File: src/rtl/uart_rx_fifo_pkg.sv
// Shared UART receive-path constants: byte width, default FIFO geometry and MMIO status bit positions.
// The MMIO wrapper and the FIFO both import this, so status decode stays consistent.
package uart_rx_fifo_pkg;

  localparam int UART_BYTE_W    = 8;
  localparam int RX_DEPTH_LOG2  = 4;
  localparam int RX_AFULL_LEVEL = 12;

  // MMIO status register bit positions
  localparam int STAT_TX_READY   = 0;
  localparam int STAT_RX_VALID   = 1;
  localparam int STAT_RX_AFULL   = 2;
  localparam int STAT_RX_OVERRUN = 3;

  typedef struct packed {
    logic overrun;
    logic afull;
    logic rx_valid;
    logic tx_ready;
  } rx_status_t;

endpackage

File: src/rtl/uart_rx_fifo_mem.sv
// DEPTH x WIDTH register array: one synchronous write port, one asynchronous (show-ahead) read port.
// No reset; contents are only meaningful where the owner's pointers say so.
module fifo_mem #(
  parameter int DEPTH_LOG2 = 4,
  parameter int WIDTH      = 8
) (
  input  logic                  clk,
  input  logic                  wr_en,
  input  logic [DEPTH_LOG2-1:0] wr_addr,
  input  logic [WIDTH-1:0]      wr_data,
  input  logic [DEPTH_LOG2-1:0] rd_addr,
  output logic [WIDTH-1:0]      rd_data
);

  localparam int DEPTH = 2 ** DEPTH_LOG2;

  logic [WIDTH-1:0] mem_q [DEPTH];
  logic [WIDTH-1:0] mem_d [DEPTH];

  always_comb begin
    mem_d = mem_q;
    if (wr_en) mem_d[wr_addr] = wr_data;
  end

  always_ff @(posedge clk) begin
    mem_q <= mem_d;
  end

  assign rd_data = mem_q[rd_addr];

endmodule

File: src/rtl/uart_rx_fifo.sv
// Elastic UART receive buffer with occupancy count, almost-full and sticky overrun flags.
// Show-ahead, 1-cycle write-to-read latency; in_ready/out_valid decode from the count register only.
module uart_rx_fifo
  import uart_rx_fifo_pkg::*;
#(
  parameter int DEPTH_LOG2  = RX_DEPTH_LOG2,
  parameter int WIDTH       = UART_BYTE_W,
  parameter int AFULL_LEVEL = RX_AFULL_LEVEL
) (
  input  logic                  clk,
  input  logic                  reset,
  input  logic [WIDTH-1:0]      in_data,
  input  logic                  in_valid,
  output logic                  in_ready,
  output logic [WIDTH-1:0]      out_data,
  output logic                  out_valid,
  input  logic                  out_ready,
  input  logic                  flush,
  output logic [DEPTH_LOG2:0]   count,
  output logic                  almost_full,
  output logic                  overrun
);

  localparam int DEPTH = 2 ** DEPTH_LOG2;
  localparam int CNT_W = DEPTH_LOG2 + 1;

  logic [DEPTH_LOG2-1:0] wr_ptr_q, wr_ptr_d;
  logic [DEPTH_LOG2-1:0] rd_ptr_q, rd_ptr_d;
  logic [CNT_W-1:0]      count_q, count_d;
  logic                  overrun_q, overrun_d;
  logic                  full;
  logic                  push;
  logic                  pop;

  // Flags come from registered count only, so out_ready never reaches in_ready combinationally.
  always_comb begin
    full        = (count_q == CNT_W'(DEPTH));
    in_ready    = !full;
    out_valid   = (count_q != '0);
    almost_full = (count_q >= CNT_W'(AFULL_LEVEL));
    push        = in_valid & in_ready;
    pop         = out_valid & out_ready;
  end

  always_comb begin
    wr_ptr_d  = wr_ptr_q;
    rd_ptr_d  = rd_ptr_q;
    count_d   = count_q;
    overrun_d = overrun_q;
    if (flush) begin
      wr_ptr_d  = '0;
      rd_ptr_d  = '0;
      count_d   = '0;
      overrun_d = 1'b0;
    end else begin
      if (push) wr_ptr_d = wr_ptr_q + 1'b1;
      if (pop)  rd_ptr_d = rd_ptr_q + 1'b1;
      case ({push, pop})
        2'b10:   count_d = count_q + 1'b1;
        2'b01:   count_d = count_q - 1'b1;
        default: count_d = count_q;
      endcase
      if (in_valid && full) overrun_d = 1'b1;
    end
  end

  always_ff @(posedge clk) begin
    if (reset) begin
      wr_ptr_q  <= '0;
      rd_ptr_q  <= '0;
      count_q   <= '0;
      overrun_q <= 1'b0;
    end else begin
      wr_ptr_q  <= wr_ptr_d;
      rd_ptr_q  <= rd_ptr_d;
      count_q   <= count_d;
      overrun_q <= overrun_d;
    end
  end

  fifo_mem #(
    .DEPTH_LOG2(DEPTH_LOG2),
    .WIDTH     (WIDTH)
  ) u_mem (
    .clk    (clk),
    .wr_en  (push & ~flush & ~reset),
    .wr_addr(wr_ptr_q),
    .wr_data(in_data),
    .rd_addr(rd_ptr_q),
    .rd_data(out_data)
  );

  assign count   = count_q;
  assign overrun = overrun_q;

endmodule
File: config.mk
export PLATFORM = sky130hd
export DESIGN_NAME = uart_rx_fifo
export DESIGN_NICKNAME = d
export VERILOG_FILES = /design/src/rtl/uart_rx_fifo_pkg.sv /design/src/rtl/uart_rx_fifo_mem.sv /design/src/rtl/uart_rx_fifo.sv
export SDC_FILE = /design/constraint.sdc
export NUM_CORES = 1
export LEC_CHECK = 0
export CAP_MARGIN = 10
export CORE_MARGIN = 3
export CORE_UTILIZATION = 40
export DETAILED_ROUTE_END_ITERATION = 7
export PLACE_DENSITY = 0.67
export SETUP_SLACK_MARGIN = 0.3
export SYNTH_ARGS = -nofsm -noshare
export SYNTH_HDL_FRONTEND = slang
export SYNTH_SLANG_ARGS = --single-unit
File: constraint.sdc
create_clock -name clk -period 7.1 [get_ports clk]
set_input_delay 1.065 -clock clk [delete_from_list [all_inputs] [get_ports clk]]
set_output_delay 1.065 -clock clk [all_outputs]
set_load 0.02 [all_outputs]
==> results <==
- Summed over all nets, the half-perimeter wirelength after detailed placement is 7126 um.
- The DRC marker count from the first detailed-route iteration is 255.
- Counting flops with an async set or reset pin after synthesis yields a share of 0%.
- The global routing usage on met3 is 3.958%.
- The count of buffers added on input and output ports is 29.
- The CTS clock-pin slew for the worst setup and hold paths is 0.05 ns.
- The worst register-to-register path begins at count[1]$_SDFFE_PP0P_.
- The dominant cell type by area after synthesis is edfxtp_1.
- The clock net in this run drives a total of 142 sinks.
- The worst path in the final design needs a cycle of 3.920 ns, including I/O delays and setup.
- The startpoint of the worst setup timing path is rd_ptr_q[0]$_SDFFE_PP0P_.
- The global router's overall resource usage is 14.37%.
- The H-tree was split into 4 levels.
- The setup violation total in the final timing report is 0.
- The fraction of layout instances using a drive strength above 1 is 20.43%.
- The number of buffers on the longest clock path is 2.
- The share of the synthesized area in the top cell type is 65.91%.
- The maximum fanout count along the critical path is 31.
- The placer congestion estimate is 0.7919.
- The post-CTS setup buffer count is 0.
- Static timing analysis puts the maximum clock frequency at 0.2551 GHz.
- The synthesized net count is 348.
- At the worst endpoint, the required time is 6.03 ns.
- The number of enable flip-flop cells after synthesis is 128.
- The initialized floorplan defines 43 standard-cell rows.
- The clock reaches the later pin of the worst-skew pair after 0.41 ns.
- Power spread over the standard cell area amounts to 276.9 mW/mm2.
- The post-route total power is 1.909 mW.
- The met2 capacity usage during global routing is 22.91%.
- The die is 126.7 um wide.
- The hold violation total from the final report is 0.
- The number of register bits inferred by synthesis is 142.
- The normalized max-slew margin is 37.68%.
- The layer flagged by global routing as most heavily used is met2.
- The number of antenna violations at the first check in global routing came to 1.
- The area growth from synthesis to layout is 18.26%.
- Once the clock tree was built, the resizer swapped 0 gates to a different size.
- The DRC violations left is 0.
- The static leakage power is 2.256 nW.
- The number of hold buffers added after CTS was 0.
- The final critical path takes up 55.22% of the cycle.
- The critical path is of the flip-flop to output pin type.
- Averaged over all synthesized cells, the footprint is 17.89 um2.
- For this run, the detailed router's first-pass iteration total came to 4.
- At the pin with the least slew margin, the transition time is 0.9314 ns.
- The clock arrives with 0.006936 ns of skew.
- The number of max-cap violations is 0.
- The worst hold path belongs to the class flip-flop to flip-flop.
- The y dimension of the die is 126.7 um.
- The number of global-route vias before repair is 3087.
- The routed length per instance is 19.68 um.
- The net count reported at finish is 382.
- For this run the aggregate overflow at the end of global routing stands at 0.
- The register-to-register setup slack is 4.23 ns.
- The max-slew violation total from the final report is 0.
- In the synthesized netlist the dominant register cell turns out to be edfxtp_1.
- The detail route stage leaves a number of antenna-violating nets equal to 0.
- Summing the sequential cell areas from Yosys gives 70.71% of the chip area.
- Entering global routing, the biggest net connects 32 pins.
- The area enclosed by the die boundary is 0.01606 mm2.
- The sort of element at the start of the critical path is a flip-flop.
- The top cell types in the final layout, fill and taps aside, are 128 x edfxtp_1, 32 x mux4_2, 29 x clkdlybuf4s50_1.
- The most frequent standard cell in the layout excluding fill and tap cells is edfxtp_1.
- The clock tree root buffer cell is clkbuf_16.
- TritonCTS built the clock tree.
- The synthesized netlist contains 43 unique library cells.
- The number of clock buffers added by TritonCTS is 17.
- The core region area is 0.01410 mm2.
- The detail-routed via count per cell is 5.494.
- The routed layout has 3038 vias.
- The run finished with clean final reports.
- For met1 alone, demand over resource in global routing was 18.04%.
- The arrival time of the worst setup path is 2.86 ns.
- After technology mapping, the gate count stands at 326.
- Across the VDD grid, the largest voltage drop is 0.1419 mV.
- The number of ports placed on the die boundary is 30.
- After routing, the total negative slack on setup checks comes to 0 ns.
- Setup repair after global routing left no endpoint under its margin.
- The critical path capture point type is an output pin.
- By area the synthesized netlist is led by edfxtp_1 66%, mux4_2 12%, dfxtp_1 4.8%.
- The startpoint identified for the worst hold timing path is overrun$_SDFFE_PP0P_.
- The count of warnings emitted by yosys is 0.
- The final wirelength is 10880 um.
- The wire length of the first global-routing pass is 17290 um.
- Summing every instance area after synthesis gives 0.005832 mm2.
- The effective utilization at floorplan is 41.37%.
[layer usage]
metal	part of all wire [%]	vias to the layer above	wire length, um
met5	0	-	0
met4	2.7	0	295
met3	4.5	26	493
met2	50	84	5441
met1	43	1553	4650
li1	-	1375	-
[synthesized netlist by cell type, types with 2 or more instances]
cell        n
nand3_1    10
nor2_1     25
nor2b_1     2
a31oi_1     2
nand2_1    12
or4_1       3
ha_1        9
and2_1      2
edfxtp_1  128
or3_1       2
a211oi_1    2
o21ai_0     2
a22oi_1    16
dfxtp_1    14
xor2_1      5
buf_1       2
o211ai_1    3
mux4_2     32
buf_6       4
clkbuf_1    8
mux2i_1     3
inv_1       5
a21oi_1     4
buf_4       2
xnor2_1     2
nand2b_1    4
nor3_1      5
buf_2       3
[through the flow]
stage               util [%]  instances  worst slack, ns  hold WS (ns)  area, um2
detailed placement     44.51        521            3.447        0.4753       6274
finish                 48.93        553            3.180        0.4795       6897
global placement       44.51        521            3.564        0.4598       6274
global route           48.93        553            3.002        0.5219       6897
floorplan                  -        326            4.179        0.4858       5832
CTS                    48.91        552            3.108        0.4833       6894
[cell type report]
class / instances / area (um2)
multi-input cells: 159 / 1569
repair buffers: 35 / 335.3
inverters: 5 / 18.77
diodes: 1 / 2.502
clock buffers: 25 / 515.5
clock inverters: 6 / 105.1
flip-flops and latches: 142 / 4125
fillers: 1167 / 7199
well taps: 180 / 225.2
[sequential cells by signal, summed over array words and instances (netlist names)]
signal and count:
u_mem.mem_q 128, count 5, rd_ptr_q 4, wr_ptr_q 4
overrun 1
[worst max-delay path, cell delays in order, from the launching register on]
cell	delay (ns)
dfxtp_2	0.38
buf_4	0.54
mux4_2	0.57
a22oi_1	0.28
nand2_1	0.11
clkdlybuf4s50_1	0.55
[logic make-up after synthesis]
family | synth area share [%]
simple gates | 6.479
xor+xnor | 1.051
flops | 70.71
buf+inv | 2.381
mux | 12.87
fa+ha+maj | 1.931
compound gates | 4.570
[where the power goes]
part	leakage (nW)	internal, mW	switching [mW]	total, mW
sequential	1.27	0.915	0.00472	0.919
clock	0.309	0.605	0.309	0.914
combinational	0.681	0.0341	0.0420	0.0761
[final timing paths]
path,endpoint,cells after the start
min reg2reg,overrun$_SDFFE_PP0P_,2
max reg2reg,count[2]$_SDFFE_PP0P_,10
max,out_data[5],5
min,overrun$_SDFFE_PP0P_,2
Power figures use the tool's default switching activity.
